File: config.mk
export PLATFORM = sky130hd
export DESIGN_NAME = voice_scheduler
export DESIGN_NICKNAME = d
export VERILOG_FILES = /design/src/rtl/voice_scheduler_pkg.sv /design/src/rtl/voice_scheduler_voice_counter.sv /design/src/rtl/voice_scheduler.sv
export SDC_FILE = /design/constraint.sdc
export NUM_CORES = 1
export LEC_CHECK = 0
export CAP_MARGIN = 20
export CORE_MARGIN = 4
export CORE_UTILIZATION = 45
export CTS_CLUSTER_SIZE = 16
export DETAILED_ROUTE_END_ITERATION = 8
export SYNTH_ARGS = -nofsm -noshare
export SYNTH_HDL_FRONTEND = slang
export SYNTH_SLANG_ARGS = --single-unit
File: constraint.sdc
create_clock -name clk -period 3.4 [get_ports clk]
set_clock_uncertainty 0.05 [all_clocks]
set_input_delay 0.68 -clock clk [delete_from_list [all_inputs] [get_ports clk]]
set_output_delay 0.68 -clock clk [all_outputs]
set_load 0.01 [all_outputs]
File: src/rtl/voice_scheduler_pkg.sv
// Shared constants and types for the drum voice scheduler: default geometry,
// voice-to-ROM mapping and the mix-frame state encoding.
package voice_scheduler_pkg;

    localparam int unsigned DEF_NUM_VOICES = 4;
    localparam int unsigned DEF_ADDR_W     = 13;
    localparam int unsigned DEF_DATA_W     = 8;
    localparam int unsigned DEF_SAMPLE_LEN = 8192;

    // Voice index doubles as the ROM select in the shared bank.
    typedef enum logic [1:0] {
        VOICE_KICK  = 2'd0,
        VOICE_SNARE = 2'd1,
        VOICE_HAT   = 2'd2,
        VOICE_CLAP  = 2'd3
    } voice_e;

    typedef enum logic [1:0] {
        ST_IDLE  = 2'd0,
        ST_ISSUE = 2'd1,
        ST_DRAIN = 2'd2,
        ST_OUT   = 2'd3
    } state_e;

endpackage

File: src/rtl/voice_scheduler_voice_counter.sv
// Per-voice playback state: trigger edge capture, pending flag, active flag and
// sample address; exposes the address the voice will hold after this cycle.
module voice_scheduler_voice_counter
    import voice_scheduler_pkg::*;
#(
    parameter int unsigned ADDR_W     = DEF_ADDR_W,
    parameter int unsigned SAMPLE_LEN = DEF_SAMPLE_LEN
) (
    input  logic              clk_i,
    input  logic              resetn_i,
    input  logic              start_i,
    input  logic              step_i,
    input  logic              trig_i,
    output logic [ADDR_W-1:0] addr_nxt_c_o,
    output logic              active_o
);

    localparam logic [ADDR_W-1:0] LAST_ADDR = ADDR_W'(SAMPLE_LEN - 1);

    logic              trig_q;
    logic              pending_q, pending_d;
    logic              active_q, active_d;
    logic [ADDR_W-1:0] addr_q, addr_d;
    logic              trig_rise_c;
    logic              launch_c;

    assign trig_rise_c = trig_i & ~trig_q;
    // An edge arriving in the same cycle as the frame start still launches.
    assign launch_c    = start_i & (pending_q | trig_rise_c);

    always_comb begin
        addr_d    = addr_q;
        active_d  = active_q;
        pending_d = pending_q | trig_rise_c;
        if (launch_c) begin
            addr_d    = '0;
            active_d  = 1'b1;
            pending_d = 1'b0;
        end else if (step_i && active_q) begin
            if (addr_q == LAST_ADDR) begin
                active_d = 1'b0;
            end else begin
                addr_d = addr_q + ADDR_W'(1);
            end
        end
    end

    always_ff @(posedge clk_i) begin
        if (!resetn_i) begin
            trig_q    <= 1'b0;
            pending_q <= 1'b0;
            active_q  <= 1'b0;
            addr_q    <= '0;
        end else begin
            trig_q    <= trig_i;
            pending_q <= pending_d;
            active_q  <= active_d;
            addr_q    <= addr_d;
        end
    end

    assign addr_nxt_c_o = addr_d;
    assign active_o     = active_q;

endmodule

File: src/rtl/voice_scheduler.sv
// Time-multiplexes one shared drum-sample ROM port across all voices each
// sample tick, accumulating their samples into one saturated mix.
module voice_scheduler
    import voice_scheduler_pkg::*;
#(
    parameter int unsigned NUM_VOICES = DEF_NUM_VOICES,
    parameter int unsigned ADDR_W     = DEF_ADDR_W,
    parameter int unsigned DATA_W     = DEF_DATA_W,
    parameter int unsigned SAMPLE_LEN = DEF_SAMPLE_LEN
) (
    input  logic                          clk,
    input  logic                          resetn,
    input  logic                          sample_tick,
    input  logic [NUM_VOICES-1:0]         trig,
    input  logic [NUM_VOICES-1:0]         mute,
    output logic [$clog2(NUM_VOICES)-1:0] rom_sel,
    output logic [ADDR_W-1:0]             rom_addr,
    input  logic [DATA_W-1:0]             rom_q,
    output logic [DATA_W-1:0]             mix_out,
    output logic                          mix_valid,
    output logic [NUM_VOICES-1:0]         active,
    output logic                          busy,
    output logic                          overrun
);

    localparam int unsigned SEL_W    = $clog2(NUM_VOICES);
    localparam int unsigned ACC_W    = DATA_W + SEL_W;
    localparam int unsigned LAST_IDX = NUM_VOICES - 1;
    localparam logic [ACC_W-1:0] MIX_MAX = ACC_W'((1 << DATA_W) - 1);

    state_e             state_q, state_d;
    logic [SEL_W-1:0]   idx_q, idx_d, idx_nxt;
    logic [ACC_W-1:0]   acc_q, acc_d;
    logic [ACC_W-1:0]   rd_c, sum_c;
    logic               gate_q, gate_d;
    logic [SEL_W-1:0]   rom_sel_q, rom_sel_d;
    logic [ADDR_W-1:0]  rom_addr_q, rom_addr_d;
    logic [DATA_W-1:0]  mix_out_q, mix_out_d;
    logic               mix_valid_q, mix_valid_d;
    logic               busy_q, busy_d;
    logic               overrun_q, overrun_d;
    logic               start_c;
    logic [NUM_VOICES-1:0] step_c;
    logic [NUM_VOICES-1:0] active_w;
    logic [ADDR_W-1:0]  addr_nxt_c [NUM_VOICES];

    for (genvar v = 0; v < NUM_VOICES; v++) begin : g_voice
        voice_scheduler_voice_counter #(
            .ADDR_W     (ADDR_W),
            .SAMPLE_LEN (SAMPLE_LEN)
        ) u_voice (
            .clk_i        (clk),
            .resetn_i     (resetn),
            .start_i      (start_c),
            .step_i       (step_c[v]),
            .trig_i       (trig[v]),
            .addr_nxt_c_o (addr_nxt_c[v]),
            .active_o     (active_w[v])
        );
    end

    // ROM select/address are loaded one cycle ahead so they are stable
    // throughout the issue cycle of the voice they belong to.
    always_comb begin
        state_d     = state_q;
        idx_d       = idx_q;
        acc_d       = acc_q;
        gate_d      = gate_q;
        rom_sel_d   = rom_sel_q;
        rom_addr_d  = rom_addr_q;
        mix_out_d   = mix_out_q;
        mix_valid_d = 1'b0;
        start_c     = 1'b0;
        step_c      = '0;
        overrun_d   = overrun_q | (sample_tick & (state_q != ST_IDLE));
        idx_nxt     = idx_q + SEL_W'(1);
        rd_c        = gate_q ? ACC_W'(rom_q) : '0;
        sum_c       = acc_q + rd_c;

        unique case (state_q)
            ST_IDLE: begin
                if (sample_tick) begin
                    start_c    = 1'b1;
                    idx_d      = '0;
                    acc_d      = '0;
                    rom_sel_d  = '0;
                    rom_addr_d = addr_nxt_c[0];
                    state_d    = ST_ISSUE;
                end
            end
            ST_ISSUE: begin
                step_c[idx_q] = 1'b1;
                gate_d        = active_w[idx_q] & ~mute[idx_q];
                // rom_q in the first issue cycle belongs to no voice of this frame
                if (idx_q != '0) begin
                    acc_d = sum_c;
                end
                if (idx_q == SEL_W'(LAST_IDX)) begin
                    state_d = ST_DRAIN;
                end else begin
                    idx_d      = idx_nxt;
                    rom_sel_d  = idx_nxt;
                    rom_addr_d = addr_nxt_c[idx_nxt];
                end
            end
            ST_DRAIN: begin
                acc_d       = sum_c;
                mix_out_d   = (sum_c > MIX_MAX) ? '1 : sum_c[DATA_W-1:0];
                mix_valid_d = 1'b1;
                state_d     = ST_OUT;
            end
            ST_OUT: begin
                state_d = ST_IDLE;
            end
            default: begin
                state_d = ST_IDLE;
            end
        endcase

        busy_d = (state_d != ST_IDLE);
    end

    always_ff @(posedge clk) begin
        if (!resetn) begin
            state_q     <= ST_IDLE;
            idx_q       <= '0;
            acc_q       <= '0;
            gate_q      <= 1'b0;
            rom_sel_q   <= '0;
            rom_addr_q  <= '0;
            mix_out_q   <= '0;
            mix_valid_q <= 1'b0;
            busy_q      <= 1'b0;
            overrun_q   <= 1'b0;
        end else begin
            state_q     <= state_d;
            idx_q       <= idx_d;
            acc_q       <= acc_d;
            gate_q      <= gate_d;
            rom_sel_q   <= rom_sel_d;
            rom_addr_q  <= rom_addr_d;
            mix_out_q   <= mix_out_d;
            mix_valid_q <= mix_valid_d;
            busy_q      <= busy_d;
            overrun_q   <= overrun_d;
        end
    end

    assign rom_sel   = rom_sel_q;
    assign rom_addr  = rom_addr_q;
    assign mix_out   = mix_out_q;
    assign mix_valid = mix_valid_q;
    assign active    = active_w;
    assign busy      = busy_q;
    assign overrun   = overrun_q;

endmodule

# After elaboration in Yosys (flattened, before gate mapping)
# Index checks and enable logic that the tools add are counted.
# Widths: inputs -> output; s select.
dict set report word_totals {
  out_inout_bits 30
  n_memories 0
  mem_bits_ro 0
  reg_bits 103
  latch_bits 0
  mem_bits_rw 0
  inputBits 19
}
dict set report op_classes {
  n_mux 51
  n_mul 0
  addsub 6
  n_bitwise 22
  n_div 0
  eq_ne 11
  reduce_logical 29
  shifts 0
  order_cmp 4
}
# operator n
set op_table {}
lappend op_table {{$mux 13} 16}
lappend op_table {{$add 13x1->13 const B} 4}
lappend op_table {{$eq 13x13->1 const B} 4}
lappend op_table {{$pmux 10 s3} 1}
lappend op_table {{$bmux 13 s2} 1}
lappend op_table {{$pmux 13 s2} 1}
lappend op_table {{$reduce_bool 2->1} 12}
lappend op_table {{$mux 10} 2}
lappend op_table {{$mux 1} 18}
lappend op_table {{$mux 8} 2}
lappend op_table {{$add 10x8->10} 1}
lappend op_table {{$and 1x1->1} 10}
lappend op_table {{$gt 10x8->1 const B} 1}
lappend op_table {{$mux 2} 4}
lappend op_table {{$pmux 2 s4} 1}
lappend op_table {{$reduce_and 2->1} 4}
lappend op_table {{$reduce_or 2->1} 4}
lappend op_table {{$eq 2x2->1 const B} 3}
lappend op_table {{$ne 2x2->1 const B} 3}
lappend op_table {{$not 1->1} 6}
lappend op_table {{$reduce_and 3->1} 2}
lappend op_table {{$logic_and 1x1->1} 5}
lappend op_table {{$or 1x1->1} 5}
lappend op_table {{$bmux 1 s2} 2}
lappend op_table {{other kinds (11)} 11}

# Longest topological paths before layout
dict set report depth {
  depth_word 13
  depth_mapped 10
  mapped_depth_nobuf 9
}

# Hierarchy
# A second synthesis with hierarchy kept.
dict set report unflattened {
  cells_unflattened 732
  hier_area_um2 6090.8
}
# module area_per_inst_um2 instances seq_area_each_um2 cells_per_inst
set by_module_without_submodules {}
lappend by_module_without_submodules {voice_scheduler_voice_counter 912.1 4 320.3 112}
lappend by_module_without_submodules {voice_scheduler 2442.3 1 780.7 284}

# Worst setup path after synthesis
# Ideal clock, no wire load.
dict set report synth_path {
  path_kind {input port to flip-flop}
  startpoint {input port rom_q[0]}
  endpoint {register mix_out_q[0], in the netlist mix_out[0]}
  path_slack_ps 682
  t_arrival_ps 2549
  setup_time_ps 119
  cell_stages 9
  path_cell_list {and2_1 > ha_1 > fa_1 > a211oi_1 > o21ai_1 > a21oi_1 > nand4b_1 > o221a_2 > o221a_2}
}
dict set report synth_via {
  elab_chain_len 4
}
# item line
set synth_lines {}
lappend synth_lines {{start: declaration} voice_scheduler.sv:18} ;# input logic [DATA_W-1:0] rom_q,
lappend synth_lines {{$mux 8 *} voice_scheduler.sv:77} ;# rd_c = gate_q ? ACC_W'(rom_q) : '0;
lappend synth_lines {{$add 10x8->10 *} voice_scheduler.sv:78} ;# sum_c = acc_q + rd_c;
lappend synth_lines {{$gt 10x8->1} voice_scheduler.sv:108} ;# mix_out_d = (sum_c > MIX_MAX) ? '1 : sum_c[DATA_W-1:0];
lappend synth_lines {{$mux 8 *} voice_scheduler.sv:108}
lappend synth_lines {{end signal: assignment} voice_scheduler.sv:142} ;# mix_out_q <= mix_out_d;
lappend synth_lines {{end: declaration} voice_scheduler.sv:38} ;# logic [DATA_W-1:0] mix_out_q, mix_out_d;
# Every way passes the cells marked *; elsewhere a longest branch is shown, timed or not.
# A chain may end at the register's enable or synchronous reset.

# Worst setup path after layout
dict set report layout_path {
  startpoint {input port rom_q[0]}
  endpoint {register mix_out_q[1], in the netlist mix_out[1]}
}
# Same word-level chain as after synthesis.

==> qor.yml <==
sta:
  grt_setup_unrepaired: "false"
  finalSetupViolCount: 0
  fmax_ghz: 0.333
  final.setup.tns_ns: 0
  slew_violations: 0
  period_share: 0.884
  slew_headroom: 0.452
  tightestPinTransition_ns: 0.814
  finalCriticalPeriod_ns: 3.00
  final_hold_viol_count: 0
floorplan:
  die_width_um: 119
  start_util: 0.459
  core_area_sq_um: 12000
  ios: 49
  die_height_um: 119
  area_of_the_die_sq_um: 14100
  num_rows: 40
routing:
  drt_first_iter_violations: 478
  routedLengthMet1_um: 7080
  avgViaCountPerCell: 5.97
  dr.pass1.iters: 5
  top_signal_layer_used: "met4"
  met3_length_um: 766
  dr_wl_met2_um: 7560
  routedWlPerCell_um: 18.3
  drc: 0
  via_count: 5141
  detail-route-antenna-nets: 0
  route.final.wire_length_um: 15700
placement:
  gpl.final_weighted_congestion: 0.887
  hpwl_um: 12100
  io_buffers: 48
yosys:
  ys.warnings.count: 0
  postSynthRegisterBits: 103
  yosysSeqAreaShare: 0.374
  synthesis.area_sq_um: 5510
  post_synth.cell_area_avg_sq_um: 8.30
  synthCells: 664
  post_synth_edffs: 0
  post_synth_num_cell_types: 69
  ys_dominant_reg_cell: "dfxtp_1"
  synth.net_count: 704
  ys_async_sr_fraction: 0
worst_setup_path:
  cpPeakStageDelay_ns: 0.43
  slowest_stage: "fa_1"
  cp_top_family: "compound AO/OA/AOI/OAI gates"
  path_cells: "clkdlybuf4s50_1 > and2_1 > ha_1 > fa_1 > a211oi_1 > o21ai_1 > a21oi_1 > nand4b_1 > o221a_2 > o221a_2"
  depth_of_the_most_critical_reg_to_reg_path: 9
  r2r-start: "rom_sel[0]"
  worstPathArrival_ns: 3.24
  critical_path_required_ns: 3.64
  crit_top_cell: "o221a_2"
  path_class: "input port to flop"
  startpoint_type_of_the_worst_setup_path: "input port"
  cp_max_fo: 5
  timing.reg2reg.setup_slack_ns: 0.69
  worstReg2RegEnd: "rom_addr[5]"
  cp-end-kind: "flop"
  crit_buf_inv: 1
min_path:
  timing.hold.worst_path_depth: 2
  worstHoldPathType: "flop to flop"
  worstHoldStart: "rom_addr[2]"
  worst_hold_path.endpoint: "rom_addr[2]"
grt:
  grt_util_all_layers: 0.226
  grt_pass1_wl_um: 25400
  number_of_antenna_violations_at_the_first_check_in_global_routing: 0
  grt_start_max_net_pins: 26
  number_of_global_route_vias_before_repair: 4823
  globalRouteOverflowTotal: 0
pwr:
  post-layout-total-power_w: 0.00256
  power.density_cell_area_nw_per_um2: 399
  switching_power_w: 0.000680
  power.share.combinational: 0.131
  p_leak_nw: 2.38
  switching_portion_of_total_power: 0.265
  clock_power_share: 0.378
  power.sequential.fraction: 0.491
  power.internal_w: 0.00188
  ir_drop_mv: 0.239
clocking:
  cts_hold_buf: 0
  cts_resized: 0
  cts_tree: "built"
  cts_buffers: 9
  cts.sinks: 103
  path_clk_slew_ns: 0.07
  post_cts.repair.setup_buffers: 0
  cts_root_buf: "clkbuf_16"
  clock_tree.buffer_depth: 2
  clk_latency_ns: 0.35
  cts_htree_levels: 3
outcome:
  outcome: "finished clean"
job:
  maxCapViolations: 0
finish:
  syn_to_final_growth_pct: 16.6
  post_route_cells_drive_above_1_share: 0.0616
  design.final.nets: 749
  antennaDiodeCount: 0
  final_cell_mix: "dfxtp_1 (103), nor2_1 (72), nand2_1 (63)"
  fillerInstances: 1144
  regArea_sq_um: 2060
  combined_area_of_the_multi_input_logic_cells_sq_um: 3280
  mostFrequentLayoutCell: "dfxtp_1"
-- synthesized netlist by cell type, types with 5 or more instances --
cell type / number / area share
o21ai_1: 5 / 0.0045
a21oi_1: 38 / 0.035
xor2_1: 12 / 0.019
and2_1: 18 / 0.020
inv_1: 13 / 0.0089
o211ai_1: 6 / 0.0082
o21bai_1: 5 / 0.0068
clkbuf_1: 18 / 0.012
nand2b_1: 8 / 0.0091
nand4_1: 14 / 0.016
a211oi_1: 9 / 0.012
a31oi_1: 18 / 0.020
ha_1: 20 / 0.045
nor2b_1: 16 / 0.018
o21ai_0: 29 / 0.026
o211a_1: 5 / 0.0091
a21o_1: 5 / 0.0068
dfxtp_1: 103 / 0.37
a22oi_1: 6 / 0.0082
mux2i_1: 8 / 0.015
nand2_1: 63 / 0.043
nor2_1: 72 / 0.049
o221a_2: 7 / 0.014
nor3_1: 18 / 0.016
nand3_1: 34 / 0.031
and3_1: 13 / 0.015
nor4_1: 5 / 0.0057
xnor2_1: 19 / 0.030
-- worst register-to-register path, stage by stage (launching register included) --
cell	delay, ns
dfxtp_1	0.33
buf_4	0.20
inv_1	0.17
ha_1	0.28
nand3_1	0.15
nor3_1	0.52
nand2_1	0.14
xor2_1	0.40
o221a_2	0.29
a21oi_1	0.06
-- flip-flops by register name, indices dropped and copies added (netlist names) --
register,flops
mix_valid,1
busy,1
rom_addr,13
g_voice.u_voice.addr_q,52
rom_sel,2
g_voice.u_voice.active_o,4
gate_q,1
mix_out,8
state_q,2
g_voice.u_voice.trig_q,4
overrun,1
acc_q,10
g_voice.u_voice.pending_q,4
-- metrics by stage --
step	cell area, sq um	hold WS [ns]	setup slack, ns	util	std cells
6_report	6420	0.397	0.395	0.535	861
3_3_place_gp	6150	0.389	0.136	0.512	845
3_5_place_dp	6150	0.394	0.0878	0.512	845
4_1_cts	6420	0.403	0.437	0.535	861
2_1_floorplan	5510	0.385	0.682	-	664
5_1_grt	6420	0.430	0.239	0.535	861
-- final cells by class --
class | instances | area share
Sequential cell | 103 | 0.321
Tap cell | 147 | 0.0286
Timing Repair Buffer | 59 | 0.0877
Inverter | 15 | 0.00877
Multi-Input combinational cell | 521 | 0.511
Clock buffer | 11 | 0.0378
Clock inverter | 5 | 0.00526
-- logic make-up after synthesis --
family / count (synthesis) / share of synthesized area
AO/OA/AOI/OAI: 171 / 0.215
AND/OR/NAND/NOR: 289 / 0.266
flip-flops: 103 / 0.374
buffers and inverters: 40 / 0.0302
adder cells (fa/ha/maj): 21 / 0.0491
XOR/XNOR: 31 / 0.0493
multiplexers: 9 / 0.0166
-- layer usage --
layer / GRT usage / vias to the layer above
met5: 0 / -
met4: 0.0753 / 0
met1: 0.293 / 2447
met2: 0.374 / 145
li1: - / 2529
met3: 0.0493 / 20
-- power by group through the flow --
| stage | Sequential [W] | Clock [W] | Combinational, W |
|---|---|---|---|
| 2_1_floorplan | 0.00129 | 0 | 0.000189 |
| 3_3_place_gp | 0.00129 | 0 | 0.000329 |
| 3_5_place_dp | 0.00129 | 0 | 0.000331 |
| 4_1_cts | 0.00126 | 0.000999 | 0.000333 |
| 5_1_grt | 0.00126 | 0.00105 | 0.000367 |
| 6_report | 0.00126 | 0.000970 | 0.000335 |
-- worst max-delay path by stage --
stage	startpoint	endpoint	slack, ns	depth (start not counted)
3_3_place_gp	rom_q[0]	mix_out[1]	0.14	10
5_1_grt	rom_q[0]	mix_out[1]	0.24	10
6_report	rom_q[0]	mix_out[1]	0.40	10
4_1_cts	rom_q[0]	mix_out[1]	0.44	10
2_1_floorplan	rom_q[0]	mix_out[0]	0.68	9
3_5_place_dp	rom_q[0]	mix_out[1]	0.09	10
No activity file was read; power rests on OpenSTA's default activity.
